==> config.mk <==
export PLATFORM = sky130hd
export DESIGN_NAME = l2_ins_fetch_unit
export DESIGN_NICKNAME = d
export VERILOG_FILES = /design/src/rtl/l2_ins_fetch_unit.sv
export SDC_FILE = /design/constraint.sdc
export NUM_CORES = 1
export LEC_CHECK = 0
export CORE_AREA = 2 2 428 430
export CTS_BUF_LIST = sky130_fd_sc_hd__clkbuf_8 sky130_fd_sc_hd__clkbuf_16
export DETAILED_ROUTE_END_ITERATION = 10
export DIE_AREA = 0 0 430 432
export DONT_BUFFER_PORTS = 1
export HOLD_SLACK_MARGIN = 0.05
export SYNTH_ARGS = -nofsm -noshare
export SYNTH_HDL_FRONTEND = slang
export SYNTH_SLANG_ARGS = --single-unit
==> constraint.sdc <==
create_clock -name clk -period 1.8 [get_ports clk]
set_input_delay 0.45 -clock clk [delete_from_list [all_inputs] [get_ports clk]]
set_output_delay 0.45 -clock clk [all_outputs]
set_load 0.05 [all_outputs]
==> src/rtl/l2_ins_fetch_unit.sv <==
// Miss-fetch engine: queues L1 instruction miss addresses in order, issues one L2 block read
// at a time and holds each returned block until the L1 side accepts it.
module l2_ins_fetch_unit #(
  parameter int unsigned ADDRESS_WIDTH  = 32,
  parameter int unsigned BLOCK_WIDTH    = 512,
  parameter int unsigned WORD_PER_BLOCK = 16,
  parameter int unsigned QUEUE_DEPTH    = 4
) (
  input  logic                                                clk,
  input  logic                                                rst_n,
  input  logic                                                address_to_l2_valid_ins,
  output logic                                                address_to_l2_ready_ins,
  input  logic [ADDRESS_WIDTH-3:0]                            address_to_l2_ins,
  output logic                                                data_from_l2_valid_ins,
  input  logic                                                data_from_l2_ready_ins,
  output logic [BLOCK_WIDTH-1:0]                              data_from_l2_ins,
  output logic                                                l2_rd_req,
  output logic [ADDRESS_WIDTH-3-$clog2(WORD_PER_BLOCK):0]     l2_rd_addr,
  input  logic                                                l2_rd_ack,
  input  logic                                                l2_rd_data_valid,
  input  logic [BLOCK_WIDTH-1:0]                              l2_rd_data,
  output logic                                                busy,
  output logic                                                protocol_err
);

  localparam int unsigned WORD_SELECT = $clog2(WORD_PER_BLOCK);
  localparam int unsigned PTR_W       = $clog2(QUEUE_DEPTH);
  localparam int unsigned CNT_W       = PTR_W + 1;
  localparam int unsigned BLK_ADDR_W  = ADDRESS_WIDTH - 2 - WORD_SELECT;

  typedef enum logic [1:0] {
    S_IDLE  = 2'd0,
    S_ISSUE = 2'd1,
    S_WAIT  = 2'd2,
    S_HOLD  = 2'd3
  } state_t;

  state_t                  state;
  state_t                  state_next;
  logic [BLK_ADDR_W-1:0]   queue_mem [QUEUE_DEPTH];
  logic [PTR_W-1:0]        wr_ptr;
  logic [PTR_W-1:0]        rd_ptr;
  logic [CNT_W-1:0]        count;
  logic [CNT_W-1:0]        count_next;
  logic                    push;
  logic                    pop;
  logic                    load_data;
  logic                    valid_next;
  logic                    err_set;
  logic                    unused_word_bits;

  // Word-offset bits select nothing here: a miss always fetches the whole block.
  assign unused_word_bits = ^address_to_l2_ins[WORD_SELECT-1:0];

  assign address_to_l2_ready_ins = (count != CNT_W'(QUEUE_DEPTH));
  assign push      = address_to_l2_valid_ins && address_to_l2_ready_ins;
  assign l2_rd_req = (state == S_ISSUE);
  assign l2_rd_addr = (state == S_ISSUE) ? queue_mem[rd_ptr] : '0;
  assign busy      = (state != S_IDLE) || (count != '0);
  assign err_set   = l2_rd_data_valid && (state != S_WAIT);

  // Next state, pop and output-register controls.
  always_comb begin
    state_next = state;
    pop        = 1'b0;
    load_data  = 1'b0;
    valid_next = data_from_l2_valid_ins;
    case (state)
      S_IDLE: begin
        if (count != '0) state_next = S_ISSUE;
      end
      S_ISSUE: begin
        if (l2_rd_ack) begin
          pop        = 1'b1;
          state_next = S_WAIT;
        end
      end
      S_WAIT: begin
        if (l2_rd_data_valid) begin
          load_data  = 1'b1;
          valid_next = 1'b1;
          state_next = S_HOLD;
        end
      end
      S_HOLD: begin
        if (data_from_l2_ready_ins) begin
          valid_next = 1'b0;
          // No pop can happen in HOLD, so occupancy next cycle is count plus any push.
          state_next = ((count != '0) || push) ? S_ISSUE : S_IDLE;
        end
      end
      default: state_next = S_IDLE;
    endcase
  end

  always_comb begin
    count_next = count;
    if (push && !pop)      count_next = count + CNT_W'(1);
    else if (pop && !push) count_next = count - CNT_W'(1);
  end

  // Queue storage needs no reset: entries are only read while count covers them.
  always_ff @(posedge clk) begin
    if (push) queue_mem[wr_ptr] <= address_to_l2_ins[ADDRESS_WIDTH-3:WORD_SELECT];
  end

  always_ff @(posedge clk or negedge rst_n) begin
    if (!rst_n) begin
      state                  <= S_IDLE;
      wr_ptr                 <= '0;
      rd_ptr                 <= '0;
      count                  <= '0;
      data_from_l2_valid_ins <= 1'b0;
      data_from_l2_ins       <= '0;
      protocol_err           <= 1'b0;
    end else begin
      state                  <= state_next;
      count                  <= count_next;
      data_from_l2_valid_ins <= valid_next;
      if (push)      wr_ptr           <= wr_ptr + PTR_W'(1);
      if (pop)       rd_ptr           <= rd_ptr + PTR_W'(1);
      if (load_data) data_from_l2_ins <= l2_rd_data;
      if (err_set)   protocol_err     <= 1'b1;
    end
  end

endmodule

==> load_flow_metrics.sql <==
INSERT INTO impl_metrics (metric_group, metric, value, unit) VALUES
('status', 'outcome', 'finished with violations', ''),
('status', 'violated_checks', 'hold timing, slew limit, setup timing', ''),
('detailed_routing', 'vias_per_inst', '3.59', ''),
('logic_synthesis', 'post-synth-top-count-cell', 'sky130_fd_sc_hd__dfrtp_1', ''),
('detailed_routing', 'drc', '0', ''),
('sta', 'finalWorstPathRequiredPeriod', '2590', 'ps'),
('cts', 'tritoncts', 'done', ''),
('layout', 'finalNetCount', '2604', ''),
('cts', 'ctsRootBufferMaster', 'sky130_fd_sc_hd__clkbuf_16', ''),
('placement', 'hpwl', '111000', 'um'),
('detailed_routing', 'antenna_left', '0', ''),
('floorplanning', 'ioPinCount', '1091', ''),
('logic_synthesis', 'synth.net_count', '1867', ''),
('floorplanning', 'die-area', '186000', 'um2'),
('global_route', 'grt_antenna_before_repair', '223', ''),
('cts', 'ctsLongestPathBuffers', '3', ''),
('cts', 'cts.sink_count', '627', ''),
('pwr', 'seq_power_share', '56.8', '%'),
('logic_synthesis', 'yosys_warns', '0', ''),
('logic_synthesis', 'total_of_flip_flops_plus_latches_after_synthesis', '627', ''),
('layout', 'finish.utilization', '22.5', '%'),
('logic_synthesis', 'async_reset_ff_share', '83.4', '%'),
('floorplanning', 'floorplan.initialDensity', '12.9', '%'),
('logic_synthesis', 'synthDistinctLibCells', '29', ''),
('pwr', 'power.density_cell_area', '2280', 'nW/um2'),
('hold_path', 'type_of_the_worst_min_delay_path', 'input port to async pin', ''),
('worst_setup_path', 'critical_path.startpoint_type', 'register', ''),
('global_route', 'vias_in_the_first_global_route', '16000', ''),
('cts', 'cts.reportedPaths.clkPinSlew', '70', 'ps'),
('placement', 'gp_congestion', '0.964', ''),
('floorplanning', 'die_width', '430', 'um'),
('logic_synthesis', 'synth_top_cell_by_area', 'sky130_fd_sc_hd__dfrtp_1', ''),
('logic_synthesis', 'synth-edff-count', '104', ''),
('sta', 'finalClockSkew', '41.4', 'ps'),
('worst_setup_path', 'worst_path_arrival_time', '2140', 'ps'),
('placement', 'postPlaceCellArea', '27200', 'um2'),
('sta', 'rsz0062_at_grt', 'yes', ''),
('pwr', 'p_switching', '45.5', 'mW'),
('layout', 'post_route_cells_drive_above_1_share', '67.0', '%'),
('global_route', 'grt_pass1_wl', '176000', 'um'),
('logic_synthesis', 'synth_area_leaders', 'sky130_fd_sc_hd__dfrtp_1 56%, sky130_fd_sc_hd__mux2_2 25%, sky130_fd_sc_hd__edfxtp_1 13%', ''),
('placement', 'place.port_buffers', '0', ''),
('logic_synthesis', 'most_instantiated_cells_after_synthesis', '523 x sky130_fd_sc_hd__dfrtp_1, 515 x sky130_fd_sc_hd__mux2_2, 104 x sky130_fd_sc_hd__edfxtp_1', ''),
('worst_setup_path', 'timing.setup.critical_path_class', 'register to output pin', ''),
('logic_synthesis', 'yosys_most_used_dff', 'sky130_fd_sc_hd__dfrtp_1', ''),
('sta', 'worst_slack', '-791', 'ps'),
('sta', 'drv_slew', '9', ''),
('global_route', 'grt_max_degree', '524', ''),
('worst_setup_path', 'worst-endpoint-required', '1350', 'ps'),
('detailed_routing', 'detailedRoute.firstPassIterationCount', '4', ''),
('pwr', 'clkPwrFrac', '17.9', '%'),
('detailed_routing', 'route.final.wire_length', '148000', 'um'),
('sta', 'worst_slew_margin_rel', '-0.0988', '%'),
('detailed_routing', 'routedWlPerCell', '32.2', 'um'),
('pwr', 'p_sw_share', '48.8', '%'),
('detailed_routing', 'dr_total_vias', '16600', ''),
('pwr', 'power.leakage', '15.8', 'nW'),
('worst_setup_path', 'endpoint_type_of_the_worst_setup_path', 'output pin', ''),
('detailed_routing', 'drt_iter0_drc', '1199', ''),
('sta', 'achievable_frequency', '0.386', 'GHz'),
('pwr', 'p_int', '47.8', 'mW'),
('logic_synthesis', 'synthesis.area', '23500', 'um2'),
('cts', 'tritoncts.num_buffers', '77', ''),
('layout', 'fin_area', '40900', 'um2'),
('sta', 'setup_viol', '540', ''),
('pwr', 'ir_worst_vdd', '1.16', 'mV'),
('sta', 'finalHoldViolations', '523', ''),
('global_route', 'track_usage', '14.5', '%'),
('sta', 'timing.hold.ws', '-566', 'ps'),
('logic_synthesis', 'syn_area_per_cell', '17.9', 'um2'),
('layout', 'synthToLayoutAreaGrowth', '74.4', '%');
-- power by group through the flow --
stage	Sequential [mW]	Clock, mW	Combinational, mW
4_1_cts	52.3	17.2	18.2
6_report	53.0	16.7	23.6
3_3_place_gp	51.3	0	13.3
3_5_place_dp	51.4	0	13.7
5_1_grt	53.4	17.8	24.9
2_1_floorplan	45.0	0	10.8
-- per-stage QoR --
| stage | setup TNS (ps) | total power, mW |
|---|---|---|
| 2_1_floorplan | -2560 | 55.8 |
| 5_1_grt | -135720 | 96.1 |
| 3_3_place_gp | -49620 | 64.6 |
| 4_1_cts | -104390 | 87.7 |
| 6_report | -99690 | 93.3 |
| 3_5_place_dp | -45030 | 65.1 |
-- timing repair --
action / 4_1_cts / 5_1_grt
pin swaps: 4 / 11
endpoints found under the setup margin: 993 / 976
resized for setup: 483 / 820
cloned: 20 / 45
endpoints found under the hold margin: 1145 / 523
setup buffers: 27 / 26
-- cell usage in the layout, fill, tap and decap left out, drive strengths merged --
cell / netlist / layout
mux2: 515 / 515
mux4: 26 / 26
diode: 0 / 116
xor2: 2 / 2
o311a: 1 / 1
nor2: 4 / 4
o2bb2ai: 1 / 1
bufinv: 0 / 8
nor4b: 1 / 1
nand2: 2 / 2
and2: 31 / 31
clkbuf: 4 / 127
or4: 1 / 1
ha: 9 / 9
clkinv: 0 / 14
buf: 62 / 146
a21o: 1 / 1
xnor2: 4 / 4
o41a: 1 / 1
o21ai: 2 / 2
dfrtp: 523 / 523
fa: 1 / 1
nor2b: 3 / 3
nand3: 1 / 1
clkinvlp: 0 / 4
o31ai: 1 / 1
inv: 7 / 31
nor4: 1 / 1
dlygate4sd3: 0 / 541
edfxtp: 104 / 104
a21boi: 1 / 1
-- per-layer routing --
metal,global-route usage [%],part of all wire (%)
met1,16.3,36
met2,23.6,47
met3,6.66,11
met4,6.47,5.0
met5,0,0.52
-- flip-flops by register name, indices dropped and copies added, names as in the netlist --
register / cells
count: 3
data_from_l2_ins: 512
data_from_l2_valid_ins: 1
protocol_err: 1
queue_mem: 104
rd_ptr: 2
state: 2
wr_ptr: 2
-- logic make-up after synthesis --
group                      count (synthesis)  synth area share (%)
adders and majority gates                 10                 0.565
muxes                                    541                  27.2
xor gates and xnor gates                   6                 0.224
buffers and inverters                     73                  1.52
and+or+nand+nor                           44                  1.12
DFF                                      627                  69.1
AOI/OAI and AO/OA                          8                 0.267
-- worst paths after layout --
check,startpoint,endpoint,slack (ps),cells after the start
hold / removal,rst_n,data_from_l2_ins[299]$_DFFE_PN0P_,-570,0
hold reg to reg,wr_ptr[1]$_DFFE_PN0P_,wr_ptr[1]$_DFFE_PN0P_,580,1
min in group clk,address_to_l2_valid_ins,state[0]$_DFFE_PN0P_,180,3
setup reg to reg,state[0]$_DFFE_PN0P_,data_from_l2_ins[256]$_DFFE_PN0P_,-280,10
max in group asynchronous,rst_n,data_from_l2_ins[171]$_DFFE_PN0P_,1010,0
setup / recovery,rd_ptr[0]$_DFFE_PN0P_,l2_rd_addr[25],-790,5
-- final cells by class --
type	instances	area, um2
fillers	18700	141000
well taps	2385	2980
clock buffers	90	2130
diodes	116	290
flip-flops and latches	627	17200
inverters	7	26.3
repair buffers	724	8870
multi-input cells	609	8900
clock inverters	50	548
-- worst max-delay path, cell delays in order (launching register included) --
cell and delay (ps):
sky130_fd_sc_hd__dfrtp_2 380, sky130_fd_sc_hd__buf_12 150, sky130_fd_sc_hd__buf_6 110, sky130_fd_sc_hd__mux4_2 500, sky130_fd_sc_hd__and2_4 160, sky130_fd_sc_hd__buf_12 140
Power figures use the tool's default switching activity.
